$ cat config.mk
export PLATFORM = sky130hd
export DESIGN_NAME = memory_read_controller
export DESIGN_NICKNAME = d
export VERILOG_FILES = /design/src/rtl/mem_bus_pkg.sv /design/src/rtl/wait_timer.sv /design/src/rtl/memory_read_controller.sv
export SDC_FILE = /design/constraint.sdc
export NUM_CORES = 1
export LEC_CHECK = 0
export ABC_AREA = 1
export CORE_MARGIN = 5
export CORE_UTILIZATION = 25
export CTS_CLUSTER_DIAMETER = 80
export CTS_CLUSTER_SIZE = 40
export DETAILED_ROUTE_END_ITERATION = 12
export DONT_BUFFER_PORTS = 1
export GPL_ROUTABILITY_DRIVEN = 0
export SLEW_MARGIN = 20
export SYNTH_ARGS = -nofsm -noshare
export SYNTH_HDL_FRONTEND = slang
export SYNTH_SLANG_ARGS = --single-unit
$ cat constraint.sdc
create_clock -name clock -period 1.2 [get_ports clock]
set_input_delay 0.18 -clock clock [delete_from_list [all_inputs] [get_ports clock]]
set_output_delay 0.18 -clock clock [all_outputs]
set_load 0.01 [all_outputs]
$ cat src/rtl/mem_bus_pkg.sv
// Shared memory-bus definitions for the read controller, the memory model
// and the future write controller.
//   - rd_state_t     : read FSM state encoding
//   - DEF_*_WIDTH    : default bus widths
//   - TMR_W          : width of the bus wait timer
package mem_bus_pkg;

    localparam int DEF_ADDR_WIDTH = 8;
    localparam int DEF_DATA_WIDTH = 8;
    localparam int TMR_W          = 8;

    typedef enum logic [1:0] {
        IDLE = 2'b00,
        REQ  = 2'b01,
        WAIT = 2'b10,
        DONE = 2'b11
    } rd_state_t;

endpackage

$ cat src/rtl/wait_timer.sv
// Loadable saturating 8-bit counter with terminal-count compare.
// Ports:
//   clock, reset      : clock / async active-low reset
//   i_clr             : synchronous clear to 0 (highest priority)
//   i_load/i_load_val : synchronous load
//   i_en              : count up by one, stops at all-ones
//   o_tc              : count equals TIMEOUT
module wait_timer
    import mem_bus_pkg::*;
#(
    parameter int TIMEOUT = 15
) (
    input  logic             clock,
    input  logic             reset,
    input  logic             i_clr,
    input  logic             i_load,
    input  logic [TMR_W-1:0] i_load_val,
    input  logic             i_en,
    output logic             o_tc
);

    localparam logic [TMR_W-1:0] TC_VAL = TIMEOUT[TMR_W-1:0];

    logic [TMR_W-1:0] r_count;

    always_ff @(posedge clock or negedge reset) begin
        if (!reset)
            r_count <= '0;
        else if (i_clr)
            r_count <= '0;
        else if (i_load)
            r_count <= i_load_val;
        else if (i_en && (r_count != {TMR_W{1'b1}}))
            r_count <= r_count + 1'b1;  // saturate, never wrap
    end

    assign o_tc = (r_count == TC_VAL);

endmodule

$ cat src/rtl/memory_read_controller.sv
// Read controller between the control unit and the memory bus.
// Accepts a one-cycle rd_start in IDLE, runs a req/ack handshake with a
// bounded wait, and returns the word on rd_data with a one-cycle rd_valid,
// or a one-cycle rd_error on timeout. All outputs are registered.
// Ports:
//   clock, reset         : clock / async active-low reset
//   rd_start, rd_addr    : read request from control unit
//   rd_busy, rd_valid,
//   rd_data, rd_error    : status / result back to accumulator path
//   mem_req, mem_addr    : request to memory
//   mem_ack, mem_rdata   : acknowledge and data from memory
module memory_read_controller
    import mem_bus_pkg::*;
#(
    parameter int ADDR_WIDTH = DEF_ADDR_WIDTH,
    parameter int DATA_WIDTH = DEF_DATA_WIDTH,
    parameter int TIMEOUT    = 15
) (
    input  logic                  clock,
    input  logic                  reset,
    input  logic                  rd_start,
    input  logic [ADDR_WIDTH-1:0] rd_addr,
    output logic                  rd_busy,
    output logic                  rd_valid,
    output logic [DATA_WIDTH-1:0] rd_data,
    output logic                  rd_error,
    output logic                  mem_req,
    output logic [ADDR_WIDTH-1:0] mem_addr,
    input  logic                  mem_ack,
    input  logic [DATA_WIDTH-1:0] mem_rdata
);

    rd_state_t             r_state;
    logic                  r_busy, r_valid, r_error, r_req;
    logic [ADDR_WIDTH-1:0] r_addr;
    logic [DATA_WIDTH-1:0] r_data;

    rd_state_t             w_state_nxt;
    logic                  w_busy_nxt, w_valid_nxt, w_error_nxt, w_req_nxt;
    logic [ADDR_WIDTH-1:0] w_addr_nxt;
    logic [DATA_WIDTH-1:0] w_data_nxt;
    logic                  w_tmr_clr, w_tmr_en, w_tmr_tc;

    wait_timer #(.TIMEOUT(TIMEOUT)) u_timer (
        .clock      (clock),
        .reset      (reset),
        .i_clr      (w_tmr_clr),
        .i_load     (1'b0),
        .i_load_val ('0),
        .i_en       (w_tmr_en),
        .o_tc       (w_tmr_tc)
    );

    always_ff @(posedge clock or negedge reset) begin
        if (!reset) begin
            r_state <= IDLE;
            r_busy  <= 1'b0;
            r_valid <= 1'b0;
            r_error <= 1'b0;
            r_req   <= 1'b0;
            r_addr  <= '0;
            r_data  <= '0;
        end else begin
            r_state <= w_state_nxt;
            r_busy  <= w_busy_nxt;
            r_valid <= w_valid_nxt;
            r_error <= w_error_nxt;
            r_req   <= w_req_nxt;
            r_addr  <= w_addr_nxt;
            r_data  <= w_data_nxt;
        end
    end

    always_comb begin
        w_state_nxt = r_state;
        w_busy_nxt  = r_busy;
        w_valid_nxt = 1'b0;
        w_error_nxt = 1'b0;
        w_req_nxt   = r_req;
        w_addr_nxt  = r_addr;
        w_data_nxt  = r_data;
        w_tmr_clr   = 1'b0;
        w_tmr_en    = 1'b0;
        case (r_state)
            IDLE: begin
                if (rd_start) begin
                    w_addr_nxt  = rd_addr;
                    w_req_nxt   = 1'b1;
                    w_busy_nxt  = 1'b1;
                    w_state_nxt = REQ;
                end
            end
            REQ: begin
                // mem_ack here is ignored: memory has not seen the request yet
                w_tmr_clr   = 1'b1;
                w_state_nxt = WAIT;
            end
            WAIT: begin
                // ack takes priority over a simultaneous terminal count
                if (mem_ack) begin
                    w_data_nxt  = mem_rdata;
                    w_req_nxt   = 1'b0;
                    w_valid_nxt = 1'b1;
                    w_state_nxt = DONE;
                end else if (w_tmr_tc) begin
                    w_req_nxt   = 1'b0;
                    w_error_nxt = 1'b1;
                    w_busy_nxt  = 1'b0;
                    w_state_nxt = IDLE;
                end else begin
                    w_tmr_en    = 1'b1;
                end
            end
            DONE: begin
                w_busy_nxt  = 1'b0;
                w_state_nxt = IDLE;
            end
            default: w_state_nxt = IDLE;
        endcase
    end

    assign rd_busy  = r_busy;
    assign rd_valid = r_valid;
    assign rd_error = r_error;
    assign rd_data  = r_data;
    assign mem_req  = r_req;
    assign mem_addr = r_addr;

endmodule

; Yosys cells after proc, flatten, opt, wreduce, memory -nomap -nowiden
; Index checks and enable logic that the tools add are counted.
[op_classes]
addsub = 1
eq_ne = 9
n_mux = 21
reduce_logical = 10
[op_table]
columns = op, count
row1 = 8-bit two-way mux, 2
row2 = 1-bit two-way mux, 13
row3 = 8-bit by 1-bit adder with 8-bit output (second input constant), 1
row4 = 8-bit by 4-bit == test with 1-bit output (second input constant), 1
row5 = 8-bit inequality test (second input constant), 1
row6 = 2-bit case mux with 4 select lines, 1
row7 = 2-bit two-way mux, 3
row8 = 2-bit AND reduction, 3
row9 = 2-bit == test (second input constant), 2
row10 = 2-bit inequality test (second input constant), 2
row11 = 4-bit AND reduction, 1
row12 = 2-bit nonzero test, 2
row13 = 3-bit by 2-bit inequality test with 1-bit output (second input constant), 1
row14 = 1-bit case mux with 3 select lines, 1
row15 = 3-bit AND reduction, 1
row16 = 3-bit nonzero test, 1
row17 = 2-bit by 1-bit == test with 1-bit output (second input constant), 1
row18 = 2-bit logical NOT, 1
row19 = 2-bit by 1-bit inequality test with 1-bit output (second input constant), 1
row20 = 1-bit case mux with 2 select lines, 1
row21 = 1-bit logical AND, 1
[word_totals]
ff_bits = 30
inputBits = 20
output_inout_bits = 20
wordCells = 49

; Logic depth before layout (Yosys ltp)
[logic_depth]
word_depth = 7
ltp_mapped = 8
ltp_nobuf = 8

; By module
; A second synthesis with hierarchy kept.
[unflattened]
cells_unflattened = 193
hier_area_um2 = 1561.5
[by_module_without_submodules]
columns = mod, n_inst, cells_per_inst, area_per_inst_um2, seq_area_each_um2
row1 = memory_read_controller, 1, 99, 903.4, 550.5
row2 = wait_timer, 1, 94, 658.1, 200.2

; Worst setup path after synthesis
; OpenSTA, ideal clock, no wires.
[synth_path]
path_type = reg-to-reg
from = reg u_timer.r_count[0]
to = reg u_timer.r_count[0]
setup_ps = 118
arrival_ps = 1146
required_ps = 1082
path_slack_ps = -64
stages_incl_launch_ff = 8
path_buffers = 0
synth_period_minus_slack_ps = 1264
path_cell_list = dfrtp_1 > ha_1 > nand3_2 > inv_2 > nand2_1 > nand3_2 > nand3_1 > nand2_1
[synth_between]
elab_chain_len = 6
[synth_lines]
columns = item, line_no
row1 = "start, declared", wait_timer.sv:24  ; logic [TMR_W-1:0] r_count;
row2 = "start signal, assigned", wait_timer.sv:32  ; r_count <= i_load_val;
row3 = "start signal, assigned", wait_timer.sv:34  ; r_count <= r_count + 1'b1;
row4 = "parallel branches: the longest is 6 deep, another holds 8-bit by 1-bit adder with 8-bit output", -
; Parallel ways; which one is timed is not known. The select of a mux whose other input is x is not followed.
; A chain may end at the register's enable or synchronous reset.

; Worst setup path in the final report
[layout_path]
from = reg r_state[0]
to = reg u_timer.r_count[2]
[layout_between]
elab_chain_len = 4
[layout_lines]
columns = item, line_no
row1 = "start, declared", memory_read_controller.sv:33  ; rd_state_t r_state;
row2 = "start signal, assigned", memory_read_controller.sv:64  ; r_state <= w_state_nxt;
row3 = 2-bit == test, memory_read_controller.sv:84  ; case (r_state)
row4 = 1-bit two-way mux, memory_read_controller.sv:84
row5 = 1-bit logical AND, wait_timer.sv:33  ; else if (i_en && (r_count != {TMR_W{1'b1}}))
row6 = 2-bit nonzero test (no line), -
; Several ways; a longest one is shown, not always the timed one.

==> run_results.csv <==
group,metric,value,unit
route,vias,1051,
outcome,violations,"setup timing",
route,drc,0,
sta,setup_viol,9,
global_routing,grt_max_degree,31,
yosys,synth.avg_cell_area,9.36,um2
final_layout,fill_cells,519,
yosys,yosys-top-cells-area,"dfrtp_1 (56%), nand2_1 (15%), mux2_2 (6.7%)",
clocking,cts_sinks,30,
global_routing,grt_pass1_vias,1030,
sta,skew,0.00499,ns
yosys,synth_top_cell_by_area,"dfrtp_1",
sta,grt_setup_unrepaired,"yes",
sta,min_period,1.26,ns
sta,hold_slack,0.0136,ns
pwr,internal_power,2300,uW
setup_path,worstReg2RegStart,"r_state[0]",
die,fp.dieH,83.4,um
yosys,synthArstFlopShare,1.00,
die,num_rows,26,
die,die_w,83.4,um
pwr,p_sw,1400,uW
yosys,yosysMostFrequentCell,"nand2_1",
yosys,synthCells,144,
setup_path,crit_arrival,1.48,ns
setup_path,crit_start,"r_state[0]",
sta,drv_slew,0,
yosys,ys_seq_area_frac,0.557,
clocking,numCtsBuffers,5,
pwr,power_frac_clock,0.206,
flow_run,max_cap_viol_count,0,
sta,worst_pin_slew,0.329,ns
die,ios,40,
final_layout,layout-drive-gt1-share,0.308,
pwr,ir_worst_vdd,0.807,mV
sta,finalWorstSetupSlack,-0.0585,ns
global_routing,grt_overflow,0,
global_routing,antenna_found_initial,0,
yosys,synth_cell_type_count,19,
placed_design,dp.final_hpwl,2.14,mm
setup_path,crit_required,1.42,ns
clocking,cts.clk_slew.worst_paths,0.06,ns
setup_path,critPathKind,"reg2reg",
yosys,netlist_area,1350,um2
setup_path,startpoint_type,"register",
sta,tns,-0.419,ns
final_layout,final_nets,193,
yosys,synth_top_area_frac,0.557,
pwr,p_comb_frac,0.299,
route,avgViaCountPerCell,4.34,
die,coreArea,5170,um2
clocking,cts-root-buf,"clkbuf_8",
hold_path,holdCritStartpoint,"mem_rdata[7]",
final_layout,syn_to_final_growth,31.2,%
yosys,synth_edf_count,0,
clocking,clk_latency,0.28,ns
sta,final-hold-violation-count,0,
setup_path,endpoint_kind,"register",
yosys,ys_top_cells_by_count,"nand2_1 (55), dfrtp_1 (30), nand3_1 (11), nor2_1 (9), mux2_2 (8)",
setup_path,cp_max_fo,8,
clocking,tritoncts,"yes",
route,drtPass1Iterations,4,
outcome,status,"finished, violations left",
placed_design,io_buffers,0,
pwr,power_density,2090,nW/um2
sta,fin_crit_sh,1.05,
sta,maxSlewHeadroom,0.780,
pwr,p_leak,0.000902,uW
clocking,clock_path_buffers,2,
hold_path,hold_path.class,"in2reg",
global_routing,grt_pass1_wl,5.22,mm
route,drt_iter0_drc,46,
yosys,ys_ff_latch,30,
route,wirelength,3.14,mm
route,wl_per_cell,13.0,um
yosys,synthFlopType,"dfrtp_1",
die,start_util,0.261,
yosys,synth_warnings,0,
sta,max_freq,795,MHz
route,ant_nets,0,
final_layout,diodes,0,
yosys,syn_nets,165,
pwr,sw_frac_of_total,0.379,
clocking,htreeDepth,2,
pwr,p_seq_frac,0.496,
die,die_area,6960,um2
global_routing,grt_usage,0.0956,
==> through the flow <==
step                      power, uW  utilization  worst slack [ns]  area (um2)  instances
after floorplan                2500            -           0.00408        1380        144
after global placement         2840        0.302           -0.0548        1560        227
after detailed placement       2880        0.302           -0.0927        1560        227
after CTS                      3710        0.333           -0.0824        1720        239
after global routing           4030        0.342            -0.170        1770        242
final                          3700        0.342           -0.0585        1770        242
==> critical path: stages (launching register included) <==
cell     delay (ns)
dfrtp_1        0.41
inv_2          0.10
nand2_4        0.07
nor2_4         0.15
o21ai_4        0.10
nor2_4         0.23
nand2_1        0.08
nand2_1        0.06
==> power groups by stage <==
stage	logic [uW]	clock network, uW	registers (uW)
after floorplan	726	0	1780
after global placement	988	0	1850
after detailed placement	1020	0	1860
after CTS	1070	799	1840
after global routing	1270	867	1890
final	1110	761	1830
==> state kept, by name, indices dropped and copies added, names as in the netlist <==
register,flops
mem_addr,8
rd_data,8
u_timer.r_count,8
r_state,2
mem_req,1
rd_busy,1
rd_error,1
rd_valid,1
==> placed cells by master (no fill, tap or decap) <==
master / Yosys / layout
xor2_1: 4 / 4
nand3b_1: 1 / 1
nor2_1: 9 / 5
nand3_1: 11 / 11
nand2_2: 2 / 2
nand3_2: 4 / 2
nor2_4: 1 / 2
clkbuf_8: 0 / 5
o21ai_4: 0 / 1
xnor2_1: 1 / 1
inv_1: 5 / 5
nor3_2: 0 / 1
a21oi_1: 3 / 3
nand2_1: 55 / 54
nor2_2: 1 / 4
buf_4: 0 / 14
clkinv_2: 0 / 2
mux2_2: 8 / 8
inv_4: 0 / 2
dfrtp_1: 30 / 30
dlygate4sd3_1: 0 / 5
nand3_4: 0 / 2
buf_12: 0 / 1
ha_4: 0 / 1
inv_2: 5 / 3
nand2_4: 1 / 3
==> final cells by class <==
class                      instances  area, um2  area share
clock inverter                     2       10.0     0.00566
tap                               70       87.6      0.0495
multi-input combinational        105        633       0.358
timing repair buffer              20        175      0.0991
inverter                          10       42.5      0.0241
clock buffer                       5       68.8      0.0389
sequential                        30        751       0.425
==> final timing paths <==
| check | endpoint | slack, ns | cells after the start |
|---|---|---|---|
| max in group asynchronous | u_timer.r_count[0] | 0.66 | 2 |
| min in group asynchronous | r_state[1] | 0.37 | 2 |
| max | u_timer.r_count[2] | -0.06 | 7 |
| max reg2reg | u_timer.r_count[2] | -0.06 | 7 |
| min reg2reg | rd_data[1] | 0.55 | 2 |
| min | rd_data[7] | 0.01 | 2 |
==> repair_timing <==
item,CTS,global route
setup endpoints to repair,17,28
cloned,0,1
hold buffers,4,2
gates resized for setup,6,6
buffers inserted,1,0
hold endpoints to repair,32,2
pin swaps,10,9
==> per-layer routing <==
metal,vias up,wire length (um),GRT usage
met5,-,0,0
met4,0,57,0.0395
met3,5,246,0.0505
met2,32,1480,0.144
met1,499,1350,0.114
li1,515,-,-
==> cell families after synthesis <==
logic type	after synthesis	share of synthesized area
xor+xnor	5	0.0325
flops	30	0.557
compound gates	4	0.0176
buf+inv	10	0.0279
simple gates	86	0.289
mux	8	0.0669
fa+ha+maj	1	0.00928
Power figures use the tool's default switching activity.
